--- src/rtl/wb_epbuf_pipe_if.sv ---
// ---------------------------------------------------------------------------
// WbEpbufPipeIf : Wishbone B4 pipelined bus bundle for wb_epbuf_pipe
//
// Groups the request/response signals of the pipelined Wishbone slave port.
//   wb_addr   word address                   (master -> slave, AW bits)
//   wb_wdata  write data                     (master -> slave, DW bits)
//   wb_sel    byte lane selects              (master -> slave, DW/8 bits)
//   wb_we     write enable                   (master -> slave)
//   wb_cyc    bus cycle                      (master -> slave)
//   wb_stb    request strobe                 (master -> slave)
//   wb_stall  request not accepted           (slave -> master)
//   wb_ack    transaction complete           (slave -> master)
//   wb_rdata  read data, zero without ack    (slave -> master, DW bits)
// ---------------------------------------------------------------------------
interface wb_epbuf_pipe_if #(
    parameter int AW = 9,
    parameter int DW = 32
) ();

    logic [AW-1:0]   wb_addr;
    logic [DW-1:0]   wb_wdata;
    logic [DW/8-1:0] wb_sel;
    logic            wb_we;
    logic            wb_cyc;
    logic            wb_stb;
    logic            wb_stall;
    logic            wb_ack;
    logic [DW-1:0]   wb_rdata;

    // The bus master drives requests and observes stall/ack/rdata
    modport master (
        output wb_addr, wb_wdata, wb_sel, wb_we, wb_cyc, wb_stb,
        input  wb_stall, wb_ack, wb_rdata
    );

    // The bridge observes requests and drives stall/ack/rdata
    modport slave (
        input  wb_addr, wb_wdata, wb_sel, wb_we, wb_cyc, wb_stb,
        output wb_stall, wb_ack, wb_rdata
    );

endinterface

--- src/rtl/wb_epbuf_pipe.sv ---
// ---------------------------------------------------------------------------
// wb_epbuf_pipe : pipelined Wishbone (B4) slave bridge to the USB core
//                 TX/RX endpoint buffer ports
//
// Accepts one request per cycle, issues TX writes / RX reads in the accept
// cycle and returns in-order acks a fixed number of cycles later. The number
// of accepted but un-acked transactions is limited to MAX_OUT via wb_stall.
//
// Parameters
//   AW       word address width of the EP buffers
//   DW       data width, multiple of 8
//   RD_LAT   cycles from ep_rx_re_0 to valid ep_rx_data_1, 1..4
//   MAX_OUT  maximum outstanding transactions, 1..RD_LAT
//            (1..RD_LAT+1 with the output register stage)
//
// Ports
//   clk            clock
//   rst            asynchronous active-high reset
//   wb             Wishbone slave bundle (wb_epbuf_pipe_if.slave)
//   ep_tx_addr_0   TX buffer write address
//   ep_tx_data_0   TX buffer write data
//   ep_tx_wmsk_0   TX byte write mask, 1 = lane written
//   ep_tx_we_0     TX buffer write strobe
//   ep_rx_addr_0   RX buffer read address
//   ep_rx_data_1   RX buffer read data, valid RD_LAT cycles after re
//   ep_rx_re_0     RX buffer read enable
//
// Build option
//   WB_EPBUF_PIPE_RDREG_EN  adds an output register on wb_ack/wb_rdata;
//                           ack latency becomes RD_LAT+1.
// ---------------------------------------------------------------------------
module wb_epbuf_pipe #(
    parameter int AW      = 9,
    parameter int DW      = 32,
    parameter int RD_LAT  = 1,
    parameter int MAX_OUT = RD_LAT
) (
    input  logic                clk,
    input  logic                rst,
    wb_epbuf_pipe_if.slave      wb,
    output logic [AW-1:0]       ep_tx_addr_0,
    output logic [DW-1:0]       ep_tx_data_0,
    output logic [DW/8-1:0]     ep_tx_wmsk_0,
    output logic                ep_tx_we_0,
    output logic [AW-1:0]       ep_rx_addr_0,
    input  logic [DW-1:0]       ep_rx_data_1,
    output logic                ep_rx_re_0
);

    localparam int CW = (MAX_OUT < 1) ? 1 : $clog2(MAX_OUT + 1);

    logic              acc;
    logic              stall;
    logic              retire;
    logic              tailAck;
    logic [DW-1:0]     tailData;

    logic [RD_LAT-1:0] validPipe_q, validPipe_d;
    logic [RD_LAT-1:0] readPipe_q,  readPipe_d;
    logic [CW-1:0]     outCnt_q,    outCnt_d;

    // Accept qualifier; gating with rst keeps the EP strobes quiet during
    // reset even though the bus may still be requesting.
    always_comb begin
        acc = wb.wb_cyc & wb.wb_stb & ~stall & ~rst;
    end

    // Address, data and mask go straight through; only the strobes are
    // qualified, so a write with no lanes selected never touches the TX
    // buffer but still travels down the ack pipeline.
    always_comb begin
        ep_tx_addr_0 = wb.wb_addr;
        ep_rx_addr_0 = wb.wb_addr;
        ep_tx_data_0 = wb.wb_wdata;
        ep_tx_wmsk_0 = wb.wb_sel;
        ep_tx_we_0   = acc & wb.wb_we & (|wb.wb_sel);
        ep_rx_re_0   = acc & ~wb.wb_we;
    end

    // Next state of the ack pipeline. Every accepted transaction enters
    // stage 0 and reaches the tail exactly RD_LAT edges later, which lines
    // up with the RX buffer read data. The is-read bit travels alongside so
    // write acks return zero data. Dropping wb_cyc flushes everything.
    always_comb begin
        validPipe_d    = '0;
        readPipe_d     = '0;
        validPipe_d[0] = acc;
        readPipe_d[0]  = acc & ~wb.wb_we;
        for (int i = 1; i < RD_LAT; i++) begin
            validPipe_d[i] = validPipe_q[i-1];
            readPipe_d[i]  = readPipe_q[i-1];
        end
        if (!wb.wb_cyc) begin
            validPipe_d = '0;
            readPipe_d  = '0;
        end
    end

    // Ack pipeline registers
    always_ff @(posedge clk or posedge rst) begin
        if (rst) begin
            validPipe_q <= '0;
            readPipe_q  <= '0;
        end else begin
            validPipe_q <= validPipe_d;
            readPipe_q  <= readPipe_d;
        end
    end

    // Tail of the pipeline; the ack is suppressed while wb_cyc is low so an
    // abort in the same cycle as a tail ack wins.
    always_comb begin
        tailAck  = validPipe_q[RD_LAT-1] & wb.wb_cyc;
        tailData = (tailAck & readPipe_q[RD_LAT-1]) ? ep_rx_data_1 : '0;
    end

`ifdef WB_EPBUF_PIPE_RDREG_EN
    logic          ackOut_q,   ackOut_d;
    logic [DW-1:0] rdataOut_q, rdataOut_d;

    // Output stage next state; tailAck/tailData are already zero when wb_cyc
    // is low, so an abort clears this stage on the same edge as the pipe.
    always_comb begin
        ackOut_d   = tailAck;
        rdataOut_d = tailData;
    end

    // Output register stage
    always_ff @(posedge clk or posedge rst) begin
        if (rst) begin
            ackOut_q   <= 1'b0;
            rdataOut_q <= '0;
        end else begin
            ackOut_q   <= ackOut_d;
            rdataOut_q <= rdataOut_d;
        end
    end

    // Registered response, still forced low while the cycle is dropped
    always_comb begin
        wb.wb_ack   = ackOut_q & wb.wb_cyc;
        wb.wb_rdata = (ackOut_q & wb.wb_cyc) ? rdataOut_q : '0;
    end
`else
    // Combinational response straight from the pipeline tail
    always_comb begin
        wb.wb_ack   = tailAck;
        wb.wb_rdata = tailData;
    end
`endif

    // A slot is freed by whatever ack the master actually sees, so the
    // stall can release in the very cycle the ack retires.
    always_comb begin
        retire = wb.wb_ack;
        stall  = (outCnt_q == CW'(MAX_OUT)) & ~retire;
        wb.wb_stall = stall;
    end

    // Outstanding counter next state: accept and retire together hold it
    always_comb begin
        outCnt_d = outCnt_q;
        unique case ({acc, retire})
            2'b10:   outCnt_d = outCnt_q + CW'(1);
            2'b01:   outCnt_d = outCnt_q - CW'(1);
            default: outCnt_d = outCnt_q;
        endcase
        if (!wb.wb_cyc) begin
            outCnt_d = '0;
        end
    end

    // Outstanding counter register
    always_ff @(posedge clk or posedge rst) begin
        if (rst) begin
            outCnt_q <= '0;
        end else begin
            outCnt_q <= outCnt_d;
        end
    end

endmodule

--- src/flat_wrapper.sv ---
// flat-port wrapper written by rule: the top's interface ports become plain ports
module wb_epbuf_pipe_flat 
#(
    parameter int AW      = 9,
    parameter int DW      = 32,
    parameter int RD_LAT  = 1,
    parameter int MAX_OUT = RD_LAT
)
  (clk, rst, ep_tx_addr_0, ep_tx_data_0, ep_tx_wmsk_0, ep_tx_we_0, ep_rx_addr_0, ep_rx_data_1, ep_rx_re_0, wb_wb_addr, wb_wb_wdata, wb_wb_sel, wb_wb_we, wb_wb_cyc, wb_wb_stb, wb_wb_stall, wb_wb_ack, wb_wb_rdata);
  wb_epbuf_pipe_if #(.AW(AW), .DW(DW)) wb_i ();
  input  logic clk;
  input  logic rst;
  output logic [AW-1:0] ep_tx_addr_0;
  output logic [DW-1:0] ep_tx_data_0;
  output logic [DW/8-1:0] ep_tx_wmsk_0;
  output logic ep_tx_we_0;
  output logic [AW-1:0] ep_rx_addr_0;
  input  logic [DW-1:0] ep_rx_data_1;
  output logic ep_rx_re_0;
  input wire logic [$bits(wb_i.wb_addr)-1:0] wb_wb_addr;
  input wire logic [$bits(wb_i.wb_wdata)-1:0] wb_wb_wdata;
  input wire logic [$bits(wb_i.wb_sel)-1:0] wb_wb_sel;
  input wire logic [$bits(wb_i.wb_we)-1:0] wb_wb_we;
  input wire logic [$bits(wb_i.wb_cyc)-1:0] wb_wb_cyc;
  input wire logic [$bits(wb_i.wb_stb)-1:0] wb_wb_stb;
  output wire logic [$bits(wb_i.wb_stall)-1:0] wb_wb_stall;
  output wire logic [$bits(wb_i.wb_ack)-1:0] wb_wb_ack;
  output wire logic [$bits(wb_i.wb_rdata)-1:0] wb_wb_rdata;
  assign wb_i.wb_addr = wb_wb_addr;
  assign wb_i.wb_wdata = wb_wb_wdata;
  assign wb_i.wb_sel = wb_wb_sel;
  assign wb_i.wb_we = wb_wb_we;
  assign wb_i.wb_cyc = wb_wb_cyc;
  assign wb_i.wb_stb = wb_wb_stb;
  assign wb_wb_stall = wb_i.wb_stall;
  assign wb_wb_ack = wb_i.wb_ack;
  assign wb_wb_rdata = wb_i.wb_rdata;
  wb_epbuf_pipe #(.AW(AW), .DW(DW), .RD_LAT(RD_LAT), .MAX_OUT(MAX_OUT)) u_core (.clk(clk), .rst(rst), .wb(wb_i), .ep_tx_addr_0(ep_tx_addr_0), .ep_tx_data_0(ep_tx_data_0), .ep_tx_wmsk_0(ep_tx_wmsk_0), .ep_tx_we_0(ep_tx_we_0), .ep_rx_addr_0(ep_rx_addr_0), .ep_rx_data_1(ep_rx_data_1), .ep_rx_re_0(ep_rx_re_0));
endmodule
--- config.mk ---
export PLATFORM = sky130hd
export DESIGN_NAME = wb_epbuf_pipe_flat
export DESIGN_NICKNAME = d
export VERILOG_FILES = /design/src/rtl/wb_epbuf_pipe_if.sv /design/src/rtl/wb_epbuf_pipe.sv /design/src/flat_wrapper.sv
export SDC_FILE = /design/constraint.sdc
export NUM_CORES = 1
export LEC_CHECK = 0
export BUFFER_PORTS_ARGS = -buffer_cell sky130_fd_sc_hd__buf_2
export CORE_AREA = 2 2 66 68
export DETAILED_ROUTE_END_ITERATION = 8
export DIE_AREA = 0 0 68 70
export PLACE_DENSITY = 0.8
export RECOVER_POWER = 100
export SYNTH_ARGS = -nofsm -noshare
export SYNTH_HDL_FRONTEND = slang
export SYNTH_SLANG_ARGS = --single-unit
--- constraint.sdc ---
create_clock -name clk -period 0.9 [get_ports clk]
set_input_delay 0.045 -clock clk [delete_from_list [all_inputs] [get_ports clk]]
set_output_delay 0.045 -clock clk [all_outputs]
set_load 0.05 [all_outputs]
==> results.md <==
- Fillers: 402
- Routed wire per std cell: 13.8 µm
- Die H: 70 µm
- Pint: 0.581 mW
- Pre-CTS setup slack: -0.226 ns
- Post-Syn Area: 810 µm²
- DP Area: 0.00102 mm²
- Crit path DAT: 1.24 ns
- Power, Total: 0.824 mW
- DRT iter0 DRCs: 14
- Final core occ: 35.2%
- Largest net degree at the start of global routing: 18
- Initial Util: 19.5%
- Hold Path End: u_core.readPipe_q
- Hold Path Stages: 2
- Final worst slack: -0.390 ns
- Tcrit/Tclk final: 143%
- Port bufs: 80
- Flops & latches, synth: 3
- Max Buffers Root-to-Sink: 2
- NetSw: 0.243 mW
- Failing checks: setup timing
- Initial antenna violation count: 0
- Post-synth net total: 189
- Outcome: finished, violations left
- Final Hold Fails: 0
- Die X-Extent: 68 µm
- NumNets Final: 227
- Std-Cell Rows: 24
- IO Pins: 172
- Reg2Reg Capture Point: u_core.outCnt_q
- Synth cell types: 15
- Startpoint of the worst hold path: wb_wb_we
- Die Area: 0.00476 mm²
- Drt pass-1 iters: 4
- Crit path kind: reg2out
- Area Growth Syn to Fin: 80.4%
- Clock slew at reported path FFs: 0.03 ns
- Hold Path Class: in2reg
- Part of the power in combinational logic: 35.1%
- FF-to-FF Start: u_core.validPipe_q
- GPL Wtd Cong: 0.567
- Max Cap Viol: 0
- Reg power frac: 17.8%
- Drt via density: 3.96
- Core area: 0.00414 mm²
- Fmax achieved: 0.775 GHz
- Share of the yosys chip area belonging to registers: 9.27%
- Ant diodes: 0
- DRT antenna net count: 0
- Max Fanout on Critical Path: 9
- Flop2flop setup slack: -0.24 ns
- Slew HR: 60.4%
- Worst-Skew Late Latency: 0.21 ns
- Pleak: 0.733 nW
- Worst VDD drop: 216 µV
- CTS buffer count: 3
- Wirelength, routed: 2700 µm
- H-tree depth: 1
- Max Transition Viols Final: 0
- CTS root buf: clkbuf_8
- Switching share of power: 29.5%
- Pwr Density: 564 mW/mm²
- Clock share of power: 47.1%
- Slew @ Worst Pin: 0.597 ns
- Final design area excluding fillers: 0.00146 mm²
- Remaining global-route overflow: 0
- Gate count after technology mapping: 107
- Endpoint type of the worst setup path: output port
- Post-DP HPWL: 1720 µm
- RSZ-0062 raised after global routing: true
- Minimum clock period: 1.29 ns
- CTS Sinks: 3
- Avg Cell Area, Syn: 7.57 µm²
- CTS tree: done
- # setup viols final: 37
- Fraction of layout cells with a size suffix above 1: 88.2%
- Worst Reg-to-Reg Cells: 4
- Vias post-DR: 776
- Req. time, crit path: 0.85 ns
- YS warnings: 0
- Worst setup SP type: flip-flop
- Number of remaining DRC errors: 0
- Tot GR Track Use: 9.59%
- Vias in the first global route: 749
- First-pass GRT wire length: 3330 µm
- Clock Skews: 0.000447 ns
## registers in the layout, summed over array words and instances, names as in the netlist
signal / count
u_core.outCnt_q: 1
u_core.readPipe_q: 1
u_core.validPipe_q: 1
## cell type report
type	instances	area, µm²	share of cell area [%]
clock buffers	4	45.0	3.08
multi-input cells	45	404	27.7
repair buffers	90	863	59.1
inverters	2	7.51	0.514
well taps	52	65.1	4.46
flip-flops and latches	3	75.1	5.14
## kinds of logic after synthesis
logic type	count (synthesis)	share of synthesized area [%]
buffers and inverters	59	55.2
AND/OR/NAND/NOR	42	32.0
flip-flops	3	9.27
AO/OA/AOI/OAI	2	2.47
XOR/XNOR	1	1.08
## critical path, stage by stage, from the launching register on
cell	delay, ns
dfrtp_1	0.37
and3_4	0.18
buf_12	0.14
and2_2	0.19
buf_6	0.15
## Yosys cell counts
cell      number  area (µm²)
buf_4         54         405
and2_1        33         206
buf_6          3        33.8
dfrtp_1        3        75.1
nor2_1         3        11.3
inv_1          2        7.51
and3_4         1        11.3
nand2_1        1        3.75
nand2b_1       1        6.26
nand3_1        1        5.00
nor2b_1        1        6.26
nor2b_2        1        8.76
o221a_2        1        11.3
o41ai_1        1        8.76
xor2_1         1        8.76
## worst max path at each step
stage                       startpoint               to  slack (ns)  cells after the start
finish              u_core.validPipe_q  wb_wb_rdata[31]       -0.39                      4
global route        u_core.validPipe_q      wb_wb_stall       -0.43                      5
global placement    u_core.validPipe_q   wb_wb_rdata[4]       -0.21                      4
floorplan           u_core.validPipe_q       ep_rx_re_0        -0.1                      3
detailed placement  u_core.validPipe_q  wb_wb_rdata[31]       -0.23                      4
CTS                 u_core.validPipe_q  wb_wb_rdata[31]       -0.40                      4
## through the flow
step / hold WS [ns] / TNS (ns) / instances
after floorplan: -0.201 / -3.16 / 107
after global placement: 0.0433 / -6.96 / 189
after detailed placement: 0.0473 / -7.40 / 189
after CTS: 0.0681 / -12.45 / 195
after global routing: 0.0739 / -14.59 / 196
final: 0.0662 / -13.01 / 196
## layer usage
metal / track usage (%) / up-vias / wire length (µm)
met4: 3.56 / 0 / 29
met3: 5.48 / 4 / 443
met2: 18.8 / 76 / 1420
li1: - / 346 / -
met5: 0 / - / 0
met1: 7.17 / 350 / 811
## power groups by stage
stage,Clock [mW],Combinational (mW),Sequential (mW)
floorplan,0,0.726,0.150
global placement,0,0.252,0.148
detailed placement,0,0.256,0.148
CTS,0.401,0.291,0.147
global route,0.413,0.307,0.148
finish,0.388,0.289,0.147
## timing repair
action / in CTS / in global routing
cloned: 0 / 1
endpoints found under the setup margin: 37 / 37
setup buffers: 1 / 0
hold buffers: 1 / 0
gates resized for setup: 105 / 2
endpoints found under the hold margin: 3 / 0
pin swaps: 2 / 0
## cell usage in the layout (no fill, tap or decap), drive strengths merged
| cell type | synthesis | layout |
|---|---|---|
| dfrtp | 3 | 3 |
| nor2 | 3 | 3 |
| nand3 | 1 | 1 |
| and3 | 1 | 1 |
| o41ai | 1 | 1 |
| nand2 | 1 | 1 |
| xor2 | 1 | 1 |
| nor2b | 2 | 2 |
| buf | 57 | 82 |
| nand2b | 1 | 1 |
| inv | 2 | 2 |
| o221a | 1 | 1 |
| dlygate4sd3 | 0 | 1 |
| and2 | 33 | 33 |
| clkbuf | 0 | 11 |
Power figures use the tool's default switching activity.
